<file path="config.mk">
export PLATFORM = sky130hd
export DESIGN_NAME = fmul_result_packer
export DESIGN_NICKNAME = d
export VERILOG_FILES = /design/src/rtl/fmul_pkg.sv /design/src/rtl/sync_fifo.sv /design/src/rtl/fmul_result_packer.sv
export SDC_FILE = /design/constraint.sdc
export NUM_CORES = 1
export LEC_CHECK = 0
export CORE_ASPECT_RATIO = 0.5
export CORE_MARGIN = 1
export CORE_UTILIZATION = 50
export DETAILED_ROUTE_END_ITERATION = 10
export PLACE_DENSITY = 0.75
export SLEW_MARGIN = 20
export SYNTH_ARGS = -nofsm -noshare
export SYNTH_HDL_FRONTEND = slang
export SYNTH_SLANG_ARGS = --single-unit
export TNS_END_PERCENT = 10
</file>
<file path="constraint.sdc">
create_clock -name clk -period 2.21 [get_ports clk]
set_input_delay 0.3315 -clock clk [delete_from_list [all_inputs] [get_ports clk]]
set_output_delay 0.3315 -clock clk [all_outputs]
set_load 0.02 [all_outputs]
</file>
<file path="src/rtl/fmul_pkg.sv">
// Shared types and constants for the FMUL result packer.
package fmul_pkg;

  localparam int FP_EXP_W  = 8;
  localparam int FP_FRAC_W = 23;

  localparam logic [31:0]         FP_QNAN    = 32'h7FC00000;
  localparam logic [FP_EXP_W-1:0] FP_EXP_MAX = 8'hFF;

  typedef struct packed {
    logic                 sign;
    logic [FP_EXP_W-1:0]  exp;
    logic [FP_FRAC_W-1:0] frac;
  } fp_word_t;

  typedef struct packed {
    logic [31:0] data;
    logic        nan;
    logic        ovf;
  } pack_entry_t;

  typedef enum logic [1:0] {
    CLS_NORM,
    CLS_ZERO,
    CLS_INF,
    CLS_NAN
  } fp_class_t;

  // First match wins: NaN beats overflow beats zero.
  function automatic fp_class_t classify(input logic err, input logic ovf,
                                         input logic [FP_EXP_W-1:0] ex);
    if (err) return CLS_NAN;
    if (ovf || ex == FP_EXP_MAX) return CLS_INF;
    if (ex == '0) return CLS_ZERO;
    return CLS_NORM;
  endfunction

endpackage

</file>
<file path="src/rtl/sync_fifo.sv">
// Synchronous FIFO with simultaneous push/pop; DEPTH must be a power of 2.
module sync_fifo #(
  parameter int WIDTH = 8,
  parameter int DEPTH = 4
) (
  input  logic                     clk,
  input  logic                     rst,
  input  logic                     i_push,
  input  logic [WIDTH-1:0]         i_data,
  input  logic                     i_pop,
  output logic [WIDTH-1:0]         o_data,
  output logic                     o_full,
  output logic                     o_empty,
  output logic [$clog2(DEPTH):0]   o_count
);

  localparam int AW = $clog2(DEPTH);

  logic [WIDTH-1:0] r_mem [DEPTH];
  logic [AW-1:0]    r_wr_ptr;
  logic [AW-1:0]    r_rd_ptr;
  logic [AW:0]      r_count;
  logic             w_do_push;
  logic             w_do_pop;

  assign o_full    = (r_count == (AW+1)'(DEPTH));
  assign o_empty   = (r_count == '0);
  assign o_count   = r_count;
  assign o_data    = r_mem[r_rd_ptr];
  assign w_do_pop  = i_pop && !o_empty;
  assign w_do_push = i_push && (!o_full || w_do_pop);

  always_ff @(posedge clk) begin
    if (w_do_push) r_mem[r_wr_ptr] <= i_data;
  end

  always_ff @(posedge clk) begin
    if (rst) begin
      r_wr_ptr <= '0;
      r_rd_ptr <= '0;
      r_count  <= '0;
    end else begin
      if (w_do_push) r_wr_ptr <= r_wr_ptr + 1'b1;
      if (w_do_pop)  r_rd_ptr <= r_rd_ptr + 1'b1;
      case ({w_do_push, w_do_pop})
        2'b10:   r_count <= r_count + 1'b1;
        2'b01:   r_count <= r_count - 1'b1;
        default: r_count <= r_count;
      endcase
    end
  end

endmodule

</file>
<file path="src/rtl/fmul_result_packer.sv">
// Rounds, canonicalises and buffers FMUL split-field results as IEEE-754 words.
// Define FMUL_PACK_ROUND_EN for round-half-even; otherwise the fraction is truncated.
module fmul_result_packer
  import fmul_pkg::*;
#(
  parameter int DEPTH = 4,
  parameter int CNT_W = 16
) (
  input  logic             clk,
  input  logic             rst,
  input  logic             in_valid,
  output logic             in_ready,
  input  logic             in_sign,
  input  logic [7:0]       in_exp,
  input  logic [23:0]      in_frac,
  input  logic             in_error,
  input  logic             in_overflow,
  output logic             out_valid,
  input  logic             out_ready,
  output logic [31:0]      out_data,
  output logic             out_nan,
  output logic             out_ovf,
  output logic [CNT_W-1:0] out_count
);

  localparam int CW = $clog2(DEPTH) + 1;
  localparam logic [CW:0] DEPTH_V = (CW+1)'(DEPTH);

  logic        r_s1_valid;
  fp_class_t   r_s1_cls;
  logic        r_s1_sign;
  logic [7:0]  r_s1_exp;
  logic [23:0] r_s1_frac;

  logic [CW-1:0]  w_fifo_count;
  logic [CW:0]    w_occ;
  logic           w_accept;
  logic           w_pop;
  logic           w_fifo_empty;
  logic           w_fifo_full_unused;
  pack_entry_t    w_push_entry;
  pack_entry_t    w_head;
  logic [22:0]    w_mant;
  logic [7:0]     w_exp;
  logic [CNT_W-1:0] r_count;

  // Counting S1 in the occupancy guarantees its FIFO write never finds the FIFO full.
  assign w_occ    = {1'b0, w_fifo_count} + {{CW{1'b0}}, r_s1_valid};
  assign in_ready = !rst && (w_occ < DEPTH_V);
  assign w_accept = in_valid && in_ready;

  always_ff @(posedge clk) begin
    if (rst) begin
      r_s1_valid <= 1'b0;
    end else begin
      r_s1_valid <= w_accept;
      if (w_accept) begin
        r_s1_cls  <= classify(in_error, in_overflow, in_exp);
        r_s1_sign <= in_sign;
        r_s1_exp  <= in_exp;
        r_s1_frac <= in_frac;
      end
    end
  end

`ifdef FMUL_PACK_ROUND_EN
  logic w_inc;
  logic w_carry;
  assign w_inc = r_s1_frac[0] & r_s1_frac[1];
  assign {w_carry, w_mant} = {1'b0, r_s1_frac[23:1]} + {23'b0, w_inc};
  assign w_exp = r_s1_exp + {7'b0, w_carry};
`else
  logic w_unused_round;
  assign w_unused_round = r_s1_frac[0];
  assign w_mant = r_s1_frac[23:1];
  assign w_exp  = r_s1_exp;
`endif

  always_comb begin
    w_push_entry = '0;
    case (r_s1_cls)
      CLS_NAN: begin
        w_push_entry.data = FP_QNAN;
        w_push_entry.nan  = 1'b1;
      end
      CLS_INF: begin
        w_push_entry.data = {r_s1_sign, FP_EXP_MAX, 23'h0};
        w_push_entry.ovf  = 1'b1;
      end
      CLS_ZERO: w_push_entry.data = {r_s1_sign, 31'h0};
      default: begin
        if (w_exp == FP_EXP_MAX) begin
          w_push_entry.data = {r_s1_sign, FP_EXP_MAX, 23'h0};
          w_push_entry.ovf  = 1'b1;
        end else begin
          w_push_entry.data = {r_s1_sign, w_exp, w_mant};
        end
      end
    endcase
  end

  sync_fifo #(
    .WIDTH($bits(pack_entry_t)),
    .DEPTH(DEPTH)
  ) u_fifo (
    .clk    (clk),
    .rst    (rst),
    .i_push (r_s1_valid),
    .i_data (w_push_entry),
    .i_pop  (w_pop),
    .o_data (w_head),
    .o_full (w_fifo_full_unused),
    .o_empty(w_fifo_empty),
    .o_count(w_fifo_count)
  );

  assign out_valid = !rst && !w_fifo_empty;
  assign w_pop     = out_valid && out_ready;
  assign out_data  = w_fifo_empty ? 32'h0 : w_head.data;
  assign out_nan   = !w_fifo_empty && w_head.nan;
  assign out_ovf   = !w_fifo_empty && w_head.ovf;
  assign out_count = r_count;

  always_ff @(posedge clk) begin
    if (rst)        r_count <= '0;
    else if (w_pop) r_count <= r_count + 1'b1;
  end

endmodule
</file>
==> results.sh, run 1 <==
export IMPL_status="complete, but fails checks"
export IMPL_violations="negative setup slack"
export IMPL_synthArstFlopShare_pct=0
export IMPL_layout_commonest_cell="edfxtp_1"
export IMPL_synth_edf_count=170
export IMPL_drv_cap=0
export IMPL_power_frac_comb_pct=11.5
export IMPL_numPortBuffers=89
export IMPL_crit_buf_inv=3
export IMPL_drcViolationCount=0
export IMPL_area_growth_pct=25.5
export IMPL_cts_sinks=196
export IMPL_drv_slew=0
export IMPL_vias_per_cell=5.35
export IMPL_numCtsBuffers=17
export IMPL_wl_per_cell_um=19.0
export IMPL_clkPwrFrac_pct=38.3
export IMPL_io_pins=91
export IMPL_grt_pass1_wl_mm=21.9
export IMPL_final_cell_mix="edfxtp_1 (170), clkdlybuf4s50_1 (52), nor2b_1 (35), mux4_2 (34), buf_4 (26)"
export IMPL_rsz0062_at_grt="yes"
export IMPL_worstPathRequired_ns=1.88
export IMPL_gp_congestion=0.760
export IMPL_ir_drop_v=0.000541
export IMPL_syn_nets=482
export IMPL_power_density_mw_per_mm2=861
export IMPL_fp_row_count=31
export IMPL_crit_path_start_kind="register"
export IMPL_grt_antenna_before_repair=0
export IMPL_die_w_um=177
export IMPL_dr_pass1_iters=4
export IMPL_synth_avg_cell_area_sq_um=17.6
export IMPL_p_switching_mw=2.01
export IMPL_hold_path_class="input pin to register"
export IMPL_fmax_mhz=448
export IMPL_h_tree_depth=4
export IMPL_cts_tree="done"
export IMPL_drive_gt1_share_pct=24.9
export IMPL_hold_viol=0
export IMPL_fin_tns_setup_ns=-0.150
export IMPL_yosysSeqAreaShare_pct=73.4
export IMPL_antenna_cells=0
export IMPL_grt_ovfl_total=0
export IMPL_ys_warn_count=0
export IMPL_vias=4111
export IMPL_drt_initial_drc_count=305
export IMPL_crit_type="register to output port"
export IMPL_tightest_slew_ns=0.386
export IMPL_ys_types=36
export IMPL_crit_path_max_incr_delay_ns=0.51
export IMPL_cts_max_path_buffers=2
export IMPL_die_h_um=89.5
export IMPL_clockRootBuffer="clkbuf_16"
export IMPL_start_util_pct=52.1
export IMPL_dpl_worst_slack_ns=-0.346
export IMPL_cp_end_kind="output port"
export IMPL_syn_inst=436
export IMPL_clk_latency_ns=0.43
export IMPL_synthFlopType="edfxtp_1"
export IMPL_die_area_sq_mm=0.0159
export IMPL_clkTransAtPathRegs_ns=0.07
export IMPL_syn_area_sq_mm=0.00766
export IMPL_slew_headroom_pct=73.9
export IMPL_utilization_pct=65.4
export IMPL_wirelength_mm=14.6
export IMPL_nets=604
export IMPL_p_int_mw=6.27
export IMPL_critPathSlowestCell="mux4_2"
export IMPL_leakagePower_nw=3.25
export IMPL_grt_max_degree=30
export IMPL_finClkSkew_ns=0.0141
export IMPL_grt_pass1_vias=4104
export IMPL_seq_power_share_pct=50.2
export IMPL_core_sq_mm=0.0147
export IMPL_synth_seq_cells=196
export IMPL_hpwl_mm=8.85
export IMPL_critPathMaxFanout=12
export IMPL_post_route_min_period_ns=2.23
export IMPL_p_sw_share_pct=24.3
export IMPL_fin_ws_ns=-0.0240
export IMPL_min_period_over_period_pct=101
export IMPL_crit_family="multiplexers"
export IMPL_cp_arrival_ns=1.90
export IMPL_hold_slack_ns=0.445
export IMPL_finalSetupViolCount=14
export IMPL_cts_hold_buffers=0
export IMPL_ant_nets=0
export IMPL_grtUsageTotal_pct=19.1
export IMPL_crit_chain="buf_6 -> buf_12 -> mux4_2 -> nor2b_1 -> buf_4"
==> kinds of logic (layout without fill, tap and decap cells) <==
family	Yosys count	after routing	synth area share, %
xor gates and xnor gates	14	14	1.60
DFF	196	196	73.4
muxes	35	35	10.1
and+or+nand+nor	127	127	9.73
buffers and inverters	28	163	1.53
adders and majority gates	7	7	1.24
AOI/OAI and AO/OA	29	29	2.35
==> path summary, 6_finish.rpt <==
path | to | slack, ns | cells after the start | startpoint
max | out_data[28] | -0.02 | 5 | register
min reg2reg | out_count[15] | 0.49 | 2 | out_count[15]
min | u_fifo.r_wr_ptr[0] | 0.44 | 3 | rst
max reg2reg | out_count[15] | 0.24 | 5 | u_fifo.o_count[2]
==> layout make-up <==
class                   instances  area (sq um)
clock inverters                15           190
flip-flops and latches        196          5630
inverters                       9          33.8
well taps                     198           248
multi-input cells             212          1940
repair buffers                122          1150
fillers                      1001          5080
clock buffers                  17           425
==> metal layers <==
metal / routed length, um / global-route usage (%) / vias to the layer above
met5: 0 / 0 / -
met4: 43 / 6.74 / 0
met3: 959 / 3.61 / 2
met2: 7360 / 33.5 / 131
met1: 6240 / 24.5 / 2067
li1: - / - / 1911
==> cell usage after synthesis (3+ instances only) <==
library cell	count	area, sq um
nand4_1	7	43.8
nand3_1	3	15.0
nand2_1	5	18.8
edfxtp_1	170	5100
nor4_1	4	25.0
dfxtp_1	26	521
nor2_1	23	86.3
a21oi_1	8	40.0
o21ai_0	8	40.0
or3_1	7	43.8
buf_2	4	20.0
and2_1	29	181
a21o_1	9	67.6
nor3b_1	3	22.5
ha_1	6	75.1
xor2_1	3	26.3
mux4_2	34	766
inv_1	9	33.8
clkbuf_1	14	52.6
nor2b_1	35	219
xnor2_1	11	96.3
==> power by group through the flow <==
stage / Sequential, mW / Clock [mW] / Combinational [mW]
6_report: 4.16 / 3.17 / 0.950
5_1_grt: 4.17 / 3.38 / 1.02
4_1_cts: 4.17 / 3.22 / 0.937
3_5_place_dp: 4.25 / 0 / 1.01
3_3_place_gp: 4.24 / 0 / 1.00
2_1_floorplan: 4.23 / 0 / 0.534
==> worst register-to-register path, cell delays in order (launching register included) <==
cell and delay [ns]:
dfxtp_1 0.45, nor3_4 0.08, buf_4 0.16, or4_1 0.64, or4_1 0.44, a21oi_1 0.14
==> stage by stage <==
stage | cell area [sq um] | total power [mW] | cells
global placement | 9030 | 5.24 | 732
floorplan | 7660 | 4.76 | 436
detailed placement | 9030 | 5.26 | 732
CTS | 9540 | 8.32 | 765
global route | 9620 | 8.57 | 769
finish | 9620 | 8.29 | 769
==> registers in the layout (all words and copies together) (netlist names), named ones only <==
register / flops
u_fifo.r_mem: 136
r_s1_sign: 1
u_fifo.o_count: 3
r_s1_exp: 8
r_s1_valid: 1
u_fifo.r_wr_ptr: 2
r_s1_frac: 23
r_s1_cls: 2
u_fifo.r_rd_ptr: 2
out_count: 16
==> timing repair <==
action | in CTS | in global routing
resized for setup | 137 | 16
buffers inserted | 0 | 2
endpoints found under the setup margin | 36 | 28
cloned | 1 | 2
No activity file was read; power rests on OpenSTA's default activity.
==> run 2, diff against run 1 <==
- MAX_ROUTING_LAYER: default -> met4
- SETUP_SLACK_MARGIN: default -> 0.2
==> results.sh, run 2 (synthesized netlist as in run 1, its figures left out) <==
export IMPL_tightest_slew_ns=0.386
export IMPL_wirelength_mm=14.7
export IMPL_cts_sinks=196
export IMPL_numPortBuffers=89
export IMPL_nets=609
export IMPL_clkTransAtPathRegs_ns=0.08
export IMPL_dpl_worst_slack_ns=-0.260
export IMPL_leakagePower_nw=3.34
export IMPL_grt_ovfl_total=0
export IMPL_fmax_mhz=448
export IMPL_fin_ws_ns=-0.0241
export IMPL_sequential_cell_area_sq_mm=0.00564
export IMPL_hold_start="in_frac[17]"
export IMPL_crit_path_start_kind="register"
export IMPL_nFillCells=959
export IMPL_cts_max_path_buffers=2
export IMPL_hold_slack_ns=0.451
export IMPL_vias=4148
export IMPL_top_register="u_fifo.r_mem"
export IMPL_critPathSlowestCell="mux4_2"
export IMPL_grt_max_degree=28
export IMPL_h_tree_depth=4
export IMPL_hpwl_mm=8.73
export IMPL_drive_gt1_share_pct=29.0
export IMPL_cp_end_kind="output port"
export IMPL_drcViolationCount=0
export IMPL_die_area_sq_mm=0.0159
export IMPL_post_route_min_period_ns=2.23
export IMPL_wl_per_cell_um=19.1
export IMPL_hold_path_class="input pin to register"
export IMPL_cts_tree="done"
export IMPL_worstPathRequired_ns=1.88
export IMPL_min_period_over_period_pct=101
export IMPL_antenna_cells=0
export IMPL_drv_cap=0
export IMPL_grt_pass1_wl_mm=21.9
export IMPL_start_util_pct=52.1
export IMPL_ir_drop_v=0.000632
export IMPL_largest_reg_flops=136
export IMPL_numCtsBuffers=17
export IMPL_grt_antenna_before_repair=0
export IMPL_ant_nets=0
export IMPL_clockRootBuffer="clkbuf_16"
export IMPL_cts_hold_buffers=0
export IMPL_core_sq_mm=0.0147
export IMPL_vias_per_cell=5.36
export IMPL_drv_slew=0
export IMPL_critPathMaxFanout=6
export IMPL_final_cell_mix="edfxtp_1 (170), clkdlybuf4s50_1 (53), mux4_2 (34), buf_4 (34), and2_1 (24)"
export IMPL_crit_type="register to output port"
export IMPL_total_power_mw=8.26
export IMPL_die_w_um=177
export IMPL_drt_initial_drc_count=321
export IMPL_power_density_mw_per_mm2=834
export IMPL_crit_path_max_incr_delay_ns=0.48
export IMPL_die_h_um=89.5
export IMPL_hold_viol=0
export IMPL_slew_headroom_pct=74.1
export IMPL_utilization_pct=67.3
export IMPL_fp_row_count=31
export IMPL_multi_input_area_sq_mm=0.00206
export IMPL_status="complete, but fails checks"
export IMPL_grtUsageTotal_pct=20.0
export IMPL_rsz0062_at_grt="yes"
export IMPL_dr_pass1_iters=5
export IMPL_finalSetupViolCount=19
export IMPL_area_growth_pct=29.1
export IMPL_violations="negative setup slack"
export IMPL_cp_arrival_ns=1.90
export IMPL_gp_congestion=0.789
export IMPL_crit_chain="buf_6 -> buf_12 -> mux4_2 -> nor2b_1 -> buf_2"
export IMPL_grt_pass1_vias=3978
export IMPL_io_pins=91
export IMPL_clk_latency_ns=0.43
export IMPL_finClkSkew_ns=0.0125
export IMPL_layout_commonest_cell="edfxtp_1"
export IMPL_worstReg2RegStart="u_fifo.o_count[2]"
-- run 2: worst max-delay path: cells and delay by family, from the launching register on --
family,cells,cell delay (ns)
mux,1,0.48
flops,1,0.42
buf+inv,3,0.41
simple gates,1,0.16
-- run 2: worst paths after layout --
kind              slack, ns           endpoint  depth (start not counted)
setup / recovery      -0.02       out_data[21]                          5
hold / removal         0.45      r_s1_frac[17]                          1
hold reg to reg        0.48      out_count[15]                          2
setup reg to reg       0.18  u_fifo.o_count[2]                          9
-- run 2: area by class of cell --
| cell class | instances | share of cell area, % |
|---|---|---|
| well taps | 198 | 2.50 |
| clock inverters | 14 | 1.40 |
| multi-input cells | 212 | 20.8 |
| clock buffers | 18 | 4.34 |
| repair buffers | 127 | 13.6 |
| flip-flops and latches | 196 | 57.0 |
| inverters | 9 | 0.341 |
-- run 2: what timing repair did --
action / 4_1_cts / 5_1_grt
pin swaps: 1 / 2
gates cloned: 3 / 0
resized for setup: 166 / 57
setup endpoints to repair: 38 / 40
buffers inserted: 5 / 0
-- run 2: through the flow --
stage	cell area [sq um]	setup TNS (ns)	instances
global route	9900	-1.94	774
finish	9900	-0.232	774
global placement	9090	-0.534	734
CTS	9690	-0.486	774
detailed placement	9090	-0.877	734
floorplan	7670	0	436
-- run 2: metal layers --
layer  global-route usage [%]  up-vias  share of wire, %
li1                         -     1942                 -
met1                     26.1     2077                45
met2                     32.5      119                49
met3                     4.55       10               4.7
met4                     4.94        0              0.84
met5                        -        -                 0
-- run 2: power breakdown --
part	internal (mW)	switching, mW	leakage, nW	total (mW)
clock	1.50	1.43	0.269	2.93
sequential	4.12	0.0513	1.78	4.17
combinational	0.574	0.585	1.28	1.16
